--- src/rtl/seq_shifter_pkg.sv ---
// Shared types and encodings for the sequential shifter.
// Optional rotate support is enabled with the SEQ_SHIFTER_ROTATE_EN macro.
package seq_shifter_pkg;

  typedef enum logic [1:0] {
    S_IDLE  = 2'd0,
    S_SHIFT = 2'd1,
    S_DONE  = 2'd2
  } state_t;

  localparam logic DIR_RIGHT  = 1'b0;
  localparam logic DIR_LEFT   = 1'b1;
  localparam logic FILL_LOGIC = 1'b0;
  localparam logic FILL_ARITH = 1'b1;

endpackage

--- src/rtl/seq_shifter_shift1_step.sv ---
// One-position shift/rotate stage; purely combinational.
// The rot input exists only when SEQ_SHIFTER_ROTATE_EN is defined.
module shift1_step
  import seq_shifter_pkg::*;
#(
  parameter int unsigned WIDTH = 8
) (
  input  logic [WIDTH-1:0] data,
  input  logic             lr,
  input  logic             al,
`ifdef SEQ_SHIFTER_ROTATE_EN
  input  logic             rot,
`endif
  output logic [WIDTH-1:0] shifted
);

  // Select the single-bit move; the fill bit comes from the current MSB for arithmetic right.
  always_comb begin
    shifted = data;
    if (lr == DIR_LEFT) begin
      shifted = {data[WIDTH-2:0], 1'b0};
    end else begin
      shifted = {((al == FILL_ARITH) ? data[WIDTH-1] : 1'b0), data[WIDTH-1:1]};
    end
`ifdef SEQ_SHIFTER_ROTATE_EN
    if (rot) begin
      if (lr == DIR_LEFT) begin
        shifted = {data[WIDTH-2:0], data[WIDTH-1]};
      end else begin
        shifted = {data[0], data[WIDTH-1:1]};
      end
    end
`endif
  end

endmodule

--- src/rtl/seq_shifter.sv ---
// Multi-cycle barrel shifter: one bit position per clock under valid/ready.
// Define SEQ_SHIFTER_ROTATE_EN to add the ROT input (rotate instead of shift).
module seq_shifter
  import seq_shifter_pkg::*;
#(
  parameter int unsigned WIDTH = 8,
  parameter int unsigned SHW   = $clog2(WIDTH)
) (
  input  logic             clk,
  input  logic             rst_n,
  input  logic             in_valid,
  output logic             in_ready,
  input  logic [WIDTH-1:0] din,
  input  logic [SHW-1:0]   shamt,
  input  logic             LR,
  input  logic             AL,
`ifdef SEQ_SHIFTER_ROTATE_EN
  input  logic             ROT,
`endif
  output logic             out_valid,
  input  logic             out_ready,
  output logic [WIDTH-1:0] dout,
  output logic             busy
);

  state_t           state_q, state_d;
  logic [WIDTH-1:0] data_q, data_d;
  logic [SHW-1:0]   cnt_q, cnt_d;
  logic             lr_q, lr_d;
  logic             al_q, al_d;
  logic [WIDTH-1:0] dout_d;
  logic [WIDTH-1:0] step;
`ifdef SEQ_SHIFTER_ROTATE_EN
  logic             rot_q, rot_d;
`endif

  shift1_step #(.WIDTH(WIDTH)) u_step (
    .data    (data_q),
    .lr      (lr_q),
    .al      (al_q),
`ifdef SEQ_SHIFTER_ROTATE_EN
    .rot     (rot_q),
`endif
    .shifted (step)
  );

  // Next-state and datapath decode; dout is loaded on the transition into DONE.
  always_comb begin
    state_d = state_q;
    data_d  = data_q;
    cnt_d   = cnt_q;
    lr_d    = lr_q;
    al_d    = al_q;
    dout_d  = dout;
`ifdef SEQ_SHIFTER_ROTATE_EN
    rot_d   = rot_q;
`endif
    case (state_q)
      S_IDLE: begin
        if (in_valid) begin
          data_d = din;
          cnt_d  = shamt;
          lr_d   = LR;
          al_d   = AL;
`ifdef SEQ_SHIFTER_ROTATE_EN
          rot_d  = ROT;
`endif
          if (shamt == SHW'(0)) begin
            state_d = S_DONE;
            dout_d  = din;
          end else begin
            state_d = S_SHIFT;
          end
        end
      end
      S_SHIFT: begin
        data_d = step;
        cnt_d  = cnt_q - SHW'(1);
        if (cnt_q == SHW'(1)) begin
          state_d = S_DONE;
          dout_d  = step;
        end
      end
      S_DONE: begin
        if (out_ready) begin
          state_d = S_IDLE;
        end
      end
      default: state_d = S_IDLE;
    endcase
  end

  // State, datapath and registered handshake outputs.
  always_ff @(posedge clk or negedge rst_n) begin
    if (!rst_n) begin
      state_q   <= S_IDLE;
      data_q    <= '0;
      cnt_q     <= '0;
      lr_q      <= 1'b0;
      al_q      <= 1'b0;
`ifdef SEQ_SHIFTER_ROTATE_EN
      rot_q     <= 1'b0;
`endif
      dout      <= '0;
      in_ready  <= 1'b1;
      out_valid <= 1'b0;
      busy      <= 1'b0;
    end else begin
      state_q   <= state_d;
      data_q    <= data_d;
      cnt_q     <= cnt_d;
      lr_q      <= lr_d;
      al_q      <= al_d;
`ifdef SEQ_SHIFTER_ROTATE_EN
      rot_q     <= rot_d;
`endif
      dout      <= dout_d;
      in_ready  <= (state_d == S_IDLE);
      out_valid <= (state_d == S_DONE);
      busy      <= (state_d != S_IDLE);
    end
  end

endmodule

--- config.mk ---
export PLATFORM = sky130hd
export DESIGN_NAME = seq_shifter
export DESIGN_NICKNAME = d
export VERILOG_FILES = /design/src/rtl/seq_shifter_pkg.sv /design/src/rtl/seq_shifter_shift1_step.sv /design/src/rtl/seq_shifter.sv
export SDC_FILE = /design/constraint.sdc
export NUM_CORES = 1
export LEC_CHECK = 0
export ABC_AREA = 1
export BUFFER_PORTS_ARGS = -buffer_cell sky130_fd_sc_hd__buf_4
export CAP_MARGIN = 30
export CORE_MARGIN = 2
export CORE_UTILIZATION = 40
export DETAILED_ROUTE_END_ITERATION = 7
export PLACE_DENSITY = 0.68
export SYNTH_ARGS = -nofsm -noshare
export SYNTH_HDL_FRONTEND = slang
export SYNTH_SLANG_ARGS = --single-unit
--- constraint.sdc ---
create_clock -name clk -period 1.89 [get_ports clk]
set_input_delay 0.0945 -clock clk [delete_from_list [all_inputs] [get_ports clk]]
set_output_delay 0.0945 -clock clk [all_outputs]
set_load 0.05 [all_outputs]
==> results.md, run 1 <==
* Status: finished, final reports clean
* Synth unique cells at 19
* Post-CTS setup buffers at 0
* Fin crit share at 76.3%
* Synth async-reset ratio at 100%
* Drt wl/cell at 11.0 um
* Critical Path, Cell by Cell: inv_2 -> nand2_2 -> nand2_2 -> inv_1 -> nand2_1 -> nand3_1
* Row cnt at 20
* Syn_area_per_cell at 7.54 um^2
* GR Util All Layers at 16.6%
* Detailed Place HPWL at 2100 um
* Kind of start point of the critical path: flop
* Area growth, synth to finish at 23.8%
* Die area at 3750 um^2
* Antenna violations before repair at 0
* Power Density at 1930 nW/um^2
* Slew Viols, Final at 0
* CTS tree: built
* Gpl congestion at between 0.8 and 0.9
* Via/cell ratio at 4.67
* Total iterations of the first detailed-routing run at 4
* WL final at approximately 2700 um
* GR Overflow Total at 0
* Crit. End Element: flop
* Net count after synthesis at 193
* Share of cells above drive strength 1 at 21.6%
* EDFF count, synth at 0
* Clock Sink Count at 26
* Final setup violation count at 0
* Final Net Count at 224
* Vias in the first global route at 1076
* Slowest stage delay, CP at 0.44 ns
* Total leakage power at 0.902 nW
* Sequential-to-total area share from yosys stat at 49.7%
* Adder-cell share of the synthesized area at 1.91%
* Top_reg_cell synth: dfrtp_1
* Clk slew on worst S/H paths at approximately 0.14 ns
* First-pass GRT wire length at roughly 4700 um
* Cell Area, Synth at 1310 um^2
* Hold Path Class: primary input to flop
* Most Frequent Cell on Critical Path: nand2_2
* Core ar. at 3080 um^2
* Worst path required time at 2.11 ns
* DR iter-0 viols at 38
* Max rail drop VDD at 631 uV
* Die Span Y at 61.3 um
* Vias at 1159
* Layout fillers at 298
* Skew final at ~0.0078 ns
* Cell count after synthesis at 174
* Synth Area in XOR/XNOR at 0%
* Crit path DAT at 1.67 ns
* Ports at 28
* Starting Density at 42.6%
* Hold Vio Cnt, Final at 0
* Maxcap violations at 0
* Critical setup path kind: flop to flop
* YS warnings at 0
* Largest net degree at the start of global routing at 27
* Cts bufs inserted at 3
* Longest Clk Path Bufs at 2
* Crit-path max FO at 17
* Post-layout util at a little over half
* Post-route non-filler standard cell count at 248
* H-tree depth at 1
* Synth Area in Simple Gates at 37.6%
* DRC at 0
* Commonest non-fill, non-tap cell in the layout: nand2_1
* Number of diodes at 0
* Mux contribution to synthesized area at 0%
* Slew @ Worst Pin at 0.315 ns
* Compound-Gate Fraction of Synth Area at 4.58%
* Main combinational cell family by area after synthesis: simple AND/OR/NAND/NOR gates
* Setup TNS at 0 ns
* Unrepaired setup endpoints after global routing: no
* Root buf cell: clkbuf_4
* Placed Cells at 241
* Port Buffer Count at 27
* FMAX at 694 MHz
* Commonest cells after routing, fill and taps aside: nand2_1 (85), buf_4 (27), dfrtp_1 (25)
* Slowest CP cell: dfrtp_1
* Min cycle time layout at approximately 1.4 ns
* Register bit total from synthesis at 26
* Clk_lat worst skew at approximately 0.32 ns
* DIE WIDTH at 61.3 um
* Antenna-violating nets left at 0
* Relative slew margins at between 70 and 80%
==> state kept, by name, summed over array words and instances, names as in the netlist <==
signal     count
dout           8
state_q        2
cnt_q          3
in_ready       1
data_q         8
lr_q           1
al_q           1
busy           1
out_valid      1
==> per-layer routing <==
layer	track usage [%]	wire length, um
met1	22.8	1260
met2	27.2	1330
met3	1.89	111
met4	5.90	29
met5	0	0
==> area by class of cell <==
class                           count  area (um^2)  area share (%)
Multi-Input combinational cell    130          578            35.6
Sequential cell                    26          652            40.2
Clock buffer                        3         22.5            1.39
Clock inverter                      1         30.0            1.85
Timing Repair Buffer               30          233            14.3
Tap cell                           44         55.1            3.39
Inverter                           14         52.6            3.24
==> path summary, 6_finish.rpt <==
kind                                       from                    to  slack (ns)  cells past startpoint
max                        state_q[1]$_DFF_PN0_  cnt_q[2]$_DFFE_PN0P_        0.45                      6
min                                    shamt[2]  cnt_q[2]$_DFFE_PN0P_       0.005                      3
max reg2reg                state_q[1]$_DFF_PN0_  cnt_q[2]$_DFFE_PN0P_        0.45                      6
min reg2reg                 dout[5]$_DFFE_PN0P_   dout[5]$_DFFE_PN0P_        0.52                      2
max in group asynchronous                 rst_n    in_ready$_DFF_PN1_        1.39                      2
min in group asynchronous                 rst_n      al_q$_DFFE_PN0P_        0.20                      2
==> cells in the mapped netlist, types with 2 or more instances <==
cell type	count	share of area, %
ha_1	2	1.9
nor2_1	5	1.4
nand2_2	6	2.9
nand2_1	85	24
inv_2	2	0.57
buf_2	2	0.76
inv_1	11	3.1
dfrtp_1	25	48
nor2_4	2	1.7
o21ai_0	5	1.9
nand3_1	16	6.1
o21ai_1	6	2.3
==> worst max-delay path, delay by kind of cell (launching register included) <==
family / cells / cell delay [ns]
simple gates: 4 / 0.65
flops: 1 / 0.44
buf+inv: 2 / 0.24
==> cell families after synthesis <==
logic type / Yosys count
DFF: 26
adders and majority gates: 2
buffers and inverters: 18
AOI/OAI and AO/OA: 12
and+or+nand+nor: 116
==> power breakdown <==
group	switching [mW]	internal, mW
clock network	0.162	0.215
logic	1.20	0.540
registers	0.170	0.835
total	1.53	1.59
==> per-stage QoR <==
stage	setup slack (ns)	hold slack [ns]	total power, mW	cell area [um^2]
global route	0.301	0.00678	3.39	1620
global placement	0.537	0.0172	2.71	1540
finish	0.448	0.00473	3.12	1620
floorplan	0.684	-0.201	2.32	1310
CTS	0.452	0.00378	3.14	1620
detailed placement	0.477	0.0249	2.76	1540
==> repair_timing <==
| item | in CTS | in global routing |
|---|---|---|
| resized for setup | 0 | 0 |
| hold endpoints to repair | 28 | 0 |
| hold buffers | 3 | 0 |
| endpoints found under the setup margin | 0 | 0 |
Note: power is estimated with default switching activity, not from simulation.
==> run 2, diff against run 1 <==
==> constraint.sdc (replaced) <==
create_clock -name clk -period 1.4 [get_ports clk]
set_input_delay 0.07 -clock clk [delete_from_list [all_inputs] [get_ports clk]]
set_output_delay 0.07 -clock clk [all_outputs]
set_load 0.05 [all_outputs]
==> results.md, run 2 (synthesis results as in run 1) <==
* Status: finished, final reports clean
* Slew @ Worst Pin at 0.330 ns (+0.0152 ns)
* Port Buffer Count at 27 (unchanged)
* Skew final at 0.00749 ns (-0.000318 ns)
* Gpl congestion at 0.883 (+6.1%)
* Clk slew on worst S/H paths at 0.13 ns (about the same)
* H-tree depth at 1 (unchanged)
* Detail Route met3 WL at 88 um (-21%)
* Post-route non-filler standard cell count at 256 (+3.2%)
* Met2 WL at 1350 um (+1.1%)
* Max rail drop VDD at 960 uV (+52%)
* Slowest stage delay, CP at 0.38 ns (-0.06 ns)
* Slowest CP cell: dfrtp_1
* DRC at 0 (unchanged)
* Min cycle time layout at 1.25 ns (-0.190 ns)
* Top flop regs: data_q: 8 flops, dout: 8 flops, cnt_q: 3 flops
* Clock Sink Count at 26 (unchanged)
* Vias in the first global route at 1136 (+5.6%)
* Max Used Layer: met4
* Commonest cells after routing, fill and taps aside: nand2_1 (86), buf_4 (33), dfrtp_1 (25)
* Final setup violation count at 0 (unchanged)
* Crit-path max FO at 8 (-9)
* Slew Viols, Final at 0 (unchanged)
* Clk_lat worst skew at 0.31 ns (about the same)
* Area growth, synth to finish at 26.8%
* Post-layout util at 54.0% (+1.3 points)
* DR iter-0 viols at 37 (-2.6%)
* Number of diodes at 0 (unchanged)
* Power Density at 2530 nW/um^2 (+32%)
* Share of cells above drive strength 1 at 23.6% (+2.0 points)
* First-pass GRT wire length at 4590 um (-2.1%)
* Longest Clk Path Bufs at 2 (unchanged)
* Placed Cells at 247 (+2.5%)
* Starting Density at 42.6% (unchanged)
* Hold Startpoint: din[2]
* Worst path required time at 1.67 ns (-0.44 ns)
* Kind of start point of the critical path: flop
* Setup TNS at 0 ns (unchanged)
* CTS tree: built
* Vias at 1201 (+3.6%)
* GR Util All Layers at 16.4% (-0.19 points)
* Crit. End Element: flop
* RR Startpoint: cnt_q[1]$_DFFE_PN0P_
* Layout fillers at 298 (unchanged)
* Crit path DAT at 1.52 ns (-0.15 ns)
* Final instance area at 1660 um^2 (+2.5%)
* WL final at 2780 um (+1.6%)
* Total iterations of the first detailed-routing run at 4 (unchanged)
* Critical setup path kind: flop to flop
* Die Span Y at 61.3 um (unchanged)
* Critical Path, Cell by Cell: inv_1 -> ha_1 -> inv_1 -> nor2_4 -> nand2_2 -> nand2_2 -> nand2_1 -> nand2_1
* M1 WL at 1310 um (+3.5%)
* Fin crit share at 89.4% (+13 points)
* Unrepaired setup endpoints after global routing: no
* DIE WIDTH at 61.3 um (unchanged)
* Antenna violations before repair at 0 (unchanged)
* Ports at 28 (unchanged)
* Total leakage power at 0.923 nW (+2.4%)
* Via/cell ratio at 4.69 (+0.39%)
* Critical Path Start: cnt_q[1]$_DFFE_PN0P_
* Row cnt at 20 (unchanged)
* Relative slew margins at 78.0% (-0.79 points)
* Root buf cell: clkbuf_4
* Cts bufs inserted at 3 (unchanged)
* Largest net degree at the start of global routing at 27 (unchanged)
* Die area at 3750 um^2 (unchanged)
* FMAX at 799 MHz (+15%)
* Hold Vio Cnt, Final at 0 (unchanged)
* Reg area at 652 um^2 (unchanged)
* Core ar. at 3080 um^2 (unchanged)
* Detailed Place HPWL at 2110 um (+0.44%)
* Final Net Count at 232 (+3.6%)
* Area of the multi-input gates at 589 um^2 (+1.9%)
* Dpl cell area at 1590 um^2 (+2.9%)
* Drt wl/cell at 10.9 um (-1.5%)
* Hold Path Class: primary input to flop
* GR Overflow Total at 0 (unchanged)
* Commonest non-fill, non-tap cell in the layout: nand2_1
* Maxcap violations at 0 (unchanged)
* Antenna-violating nets left at 0 (unchanged)
run 2: cell types whose count changed in the layout (fill, tap and decap cells not counted), sizes merged:
| cell | before | now |
|---|---|---|
| nand2 | 91 | 92 |
| dlygate4sd3 | 3 | 4 |
| clkbuf | 3 | 4 |
| bufinv | 1 | 0 |
| buf | 27 | 33 |
run 2: layout make-up:
class	instances	area share (%)
inverters	14	3.16
multi-input cells	131	35.4
repair buffers	37	17.3
clock buffers	4	1.58
flip-flops and latches	26	39.2
well taps	44	3.31
run 2: report_power, final:
| part | leakage (nW) | internal (mW) | total, mW | switching (mW) |
|---|---|---|---|---|
| Clock | 0.0150 | 0.111 | 0.317 | 0.206 |
| Sequential | 0.322 | 1.13 | 1.34 | 0.214 |
| Combinational | 0.586 | 0.866 | 2.56 | 1.69 |
| Total | 0.923 | 2.11 | 4.21 | 2.11 |
run 2: worst paths after layout:
check / to / slack, ns / depth (start not counted)
worst max-delay path: dout[0]$_DFFE_PN0P_ / 0.15 / 8
worst min-delay path: dout[2]$_DFFE_PN0P_ / 0.08 / 5
worst max register to register: dout[0]$_DFFE_PN0P_ / 0.15 / 8
worst min register to register: dout[0]$_DFFE_PN0P_ / 0.52 / 2
max in group asynchronous: in_ready$_DFF_PN1_ / 0.92 / 2
min in group asynchronous: data_q[4]$_DFFE_PN0P_ / 0.18 / 2
run 2: stage by stage:
stage | setup WS [ns] | hold slack [ns] | power [mW]
finish | 0.149 | 0.0760 | 4.21
CTS | 0.00508 | 0.0718 | 4.21
detailed placement | 0.0247 | 0.000418 | 3.87
floorplan | 0.194 | -0.226 | 3.14
global route | 0.0244 | 0.0899 | 4.58
global placement | 0.108 | -0.00669 | 3.82
run 2: worst max-delay path: cells and delay by family, from the launching register on:
| kind | cells | cell delay, ns |
|---|---|---|
| adder cells (fa/ha/maj) | 1 | 0.15 |
| flip-flops | 1 | 0.38 |
| AND/OR/NAND/NOR | 5 | 0.54 |
| buffers and inverters | 2 | 0.15 |
run 2: what timing repair did:
| action | 4_1_cts | 5_1_grt |
|---|---|---|
| buffers inserted | 0 | 0 |
| endpoints found under the hold margin | 29 | 0 |
| hold buffers | 4 | 0 |
| gates resized for setup | 0 | 2 |
| endpoints found under the setup margin | 0 | 12 |
run 2: metal layers:
layer | GRT usage, % | vias up
li1 | - | 619
met1 | 21.0 | 554
met2 | 27.5 | 22
met3 | 2.94 | 6
met4 | 6.52 | 0
met5 | 0 | -
==> run 3, diff against run 2 <==
--- a/config.mk
+++ b/config.mk
@@ -5,11 +5,12 @@
 export SDC_FILE = /design/constraint.sdc
 export NUM_CORES = 1
 export LEC_CHECK = 0
-export ABC_AREA = 1
+export ABC_AREA = 0
 export BUFFER_PORTS_ARGS = -buffer_cell sky130_fd_sc_hd__buf_4
 export CAP_MARGIN = 30
 export CORE_MARGIN = 2
 export CORE_UTILIZATION = 40
+export CTS_CLUSTER_DIAMETER = 100
 export DETAILED_ROUTE_END_ITERATION = 7
 export PLACE_DENSITY = 0.68
 export SYNTH_ARGS = -nofsm -noshare
==> results.md, run 3 <==
* Register bit total from synthesis at 26 (unchanged)
* Dpl cell area at 1680 um^2 (+5.8%)
* Cell Area, Synth at 1310 um^2 (-0.38%)
* Clk slew on worst S/H paths at 0.15 ns (+0.02 ns)
* Critical Path, Cell by Cell: ha_4 -> nor2b_4 -> a22oi_4 -> buf_6 -> mux2_4
* Longest Clk Path Bufs at 2 (unchanged)
* Worst path required time at 1.63 ns (-0.04 ns)
* Top_reg_cell synth: dfrtp_1
* Root buf cell: clkbuf_4
* Top flop regs: data_q: 8 flops, dout: 8 flops, cnt_q: 3 flops
* Antenna violations before repair at 0 (unchanged)
* Clk_lat worst skew at 0.34 ns (+0.03 ns)
* DR iter-0 viols at 16 (-57%)
* Core ar. at 3080 um^2 (unchanged)
* Skew final at 0.0107 ns (+0.00324 ns)
* Share of cells above drive strength 1 at 57.3% (+34 points)
* Number of diodes at 0 (unchanged)
* Hold Path Class: primary input to flop
* Drt wl/cell at 13.9 um (+28%)
* Vias at 1011 (-16%)
* Relative slew margins at 78.1% (+0.13 points)
* Min cycle time layout at 1.51 ns (+0.261 ns)
* Area of the multi-input gates at 689 um^2 (+17%)
* Failing checks: negative setup slack
* Area contributors post-synth: dfrtp_1 (48%), mux2_2 (17%), mux2i_1 (4.6%)
* Total iterations of the first detailed-routing run at 4 (unchanged)
* Unrepaired setup endpoints after global routing: yes
* Area growth, synth to finish at 48.5%
* Crit. End Element: flop
* Maxcap violations at 0 (unchanged)
* CTS tree: built
* FMAX at 661 MHz (-17%)
* Via/cell ratio at 4.86 (+3.6%)
* Port Buffer Count at 27 (unchanged)
* Crit-path max FO at 3 (-5)
* H-tree depth at 1 (unchanged)
* Cell count after synthesis at 107 (-39%)
* Met2 Use GR at 29.0% (+1.5 points)
* Largest net degree at the start of global routing at 27 (unchanged)
* Syn_area_per_cell at 12.2 um^2 (+62%)
* Slowest stage delay, CP at 0.44 ns (+0.06 ns)
* Row cnt at 20 (unchanged)
* Placed Cells at 190 (-23%)
* Most used routing layer: met2
* Grt met1 use at 21.8% (+0.81 points)
* Final setup violation count at 13 (+13)
* Starting Density at 42.4% (-0.16 points)
* Slew Viols, Final at 0 (unchanged)
* Hold Vio Cnt, Final at 0 (unchanged)
* Sequential-to-total area share from yosys stat at 49.9% (+0.19 points)
* Reg area at 656 um^2 (+0.58%)
* GR Util met3 at 2.73% (-0.21 points)
* Cts bufs inserted at 3 (unchanged)
* Ports at 28 (unchanged)
* Final worst slack at -0.112 ns (-0.261 ns)
* Kind of start point of the critical path: flop
* Yosys top cell area share at 47.9% (+0.18 points)
* Vias in the first global route at 1000 (-12%)
* Detailed Place HPWL at 2000 um (-5.0%)
* YS warnings at 0 (unchanged)
* GR Overflow Total at 0 (unchanged)
* Die area at 3740 um^2 (-0.36%)
* Commonest non-fill, non-tap cell in the layout: buf_4
* GR Util All Layers at 16.9% (+0.52 points)
* First-pass GRT wire length at 4620 um (+0.61%)
* Synth top cells by count: dfrtp_1 (25), mux2_2 (20), inv_1 (8), mux2i_1 (6)
* DRC at 0 (unchanged)
* Synth unique cells at 29 (+10)
* Gpl congestion at 0.718 (-19%)
* Antenna-violating nets left at 0 (unchanged)
* Cell taking the most area after synthesis: dfrtp_1
* Slowest CP cell: dfrtp_1
* Power Density at 2630 nW/um^2 (+3.7%)
* Total leakage power at 0.986 nW (+6.9%)
* Synth async-reset ratio at 100% (unchanged)
* WL final at 2890 um (+3.9%)
* Fin crit share at 108% (+19 points)
* Layout fillers at 258 (-13%)
* EDFF count, synth at 0 (unchanged)
* Max rail drop VDD at 1200 uV (+25%)
* Slew @ Worst Pin at 0.328 ns (-0.00190 ns)
* Crit path DAT at 1.75 ns (+0.23 ns)
* Status: finished, violations left
* Net count after synthesis at 126 (-35%)
* Critical setup path kind: flop to flop
* Top-count cell post-synth: dfrtp_1
* Final Net Count at 184 (-21%)
* Commonest cells after routing, fill and taps aside: buf_4 (49), dfrtp_1 (22), mux2_4 (13)
* Die Span Y at 61.1 um (-0.18%)
* DIE WIDTH at 61.1 um (-0.18%)
* Post-route non-filler standard cell count at 208 (-19%)
* Final instance area at 1940 um^2 (+17%)
* Clock Sink Count at 26 (unchanged)
-- run 3: what timing repair did --
item / in CTS / in global routing
pin swaps: 4 / 0
hold buffers: 4 / 0
setup endpoints to repair: 21 / 18
endpoints found under the hold margin: 29 / 0
gates resized for setup: 19 / 7
setup buffers: 7 / 3
-- run 3: per-layer routing --
| metal | routed length [um] | vias up |
|---|---|---|
| li1 | - | 496 |
| met1 | 1300 | 492 |
| met2 | 1470 | 18 |
| met3 | 84 | 5 |
| met4 | 38 | 0 |
| met5 | 0 | - |
-- run 3: cells by family after synthesis --
logic type / count (synthesis) / share of synthesized area (%)
compound gates: 20 / 11.6
fa+ha+maj: 2 / 1.92
buf+inv: 13 / 5.08
flops: 26 / 49.9
mux: 26 / 21.8
simple gates: 20 / 9.67
-- run 3: worst max-delay path: cells and delay by family (launching register included) --
family / cells / cell delay [ns]
AO/OA/AOI/OAI: 1 / 0.24
adder cells (fa/ha/maj): 1 / 0.16
buffers and inverters: 1 / 0.15
flip-flops: 1 / 0.44
multiplexers: 1 / 0.29
AND/OR/NAND/NOR: 1 / 0.12
-- run 3: power by group --
| group | total [mW] | internal (mW) | switching, mW |
|---|---|---|---|
| combinational | 3.24 | 1.71 | 1.54 |
| clock | 0.401 | 0.160 | 0.241 |
| sequential | 1.45 | 1.15 | 0.304 |
-- run 3: final timing paths --
kind                            cells after the start                  start  slack, ns                    end
min in group asynchronous                           2                  rst_n       0.15    dout[0]$_DFFE_PN0P_
worst min register to register                      2  data_q[0]$_DFFE_PN0P_       0.50  data_q[0]$_DFFE_PN0P_
worst min-delay path                                3                 din[1]       0.04    dout[1]$_DFFE_PN0P_
max in group asynchronous                           2                  rst_n       0.96     in_ready$_DFF_PN1_
worst max register to register                      5   cnt_q[0]$_DFFE_PN0P_      -0.11    dout[3]$_DFFE_PN0P_
worst max-delay path                                5   cnt_q[0]$_DFFE_PN0P_      -0.11    dout[3]$_DFFE_PN0P_
-- run 3: final cells by class --
type	instances	area share, %
Clock buffer	4	1.87
Tap cell	44	2.84
Multi-Input combinational cell	68	35.5
Timing Repair Buffer	58	24.4
Inverter	8	1.55
Sequential cell	26	33.8
-- run 3: per-stage QoR --
step	TNS [ns]	hold slack [ns]	setup slack, ns	utilization, %	power, mW
floorplan	-0.456	-0.226	-0.0906	-	3.31
global placement	-1.19	-0.00309	-0.136	54.5	4.06
finish	-0.856	0.0355	-0.112	63.0	5.10
detailed placement	-1.42	0.00262	-0.148	54.5	4.12
global route	-1.22	0.0389	-0.134	63.0	5.40
CTS	-0.627	0.0433	-0.0823	61.4	4.96
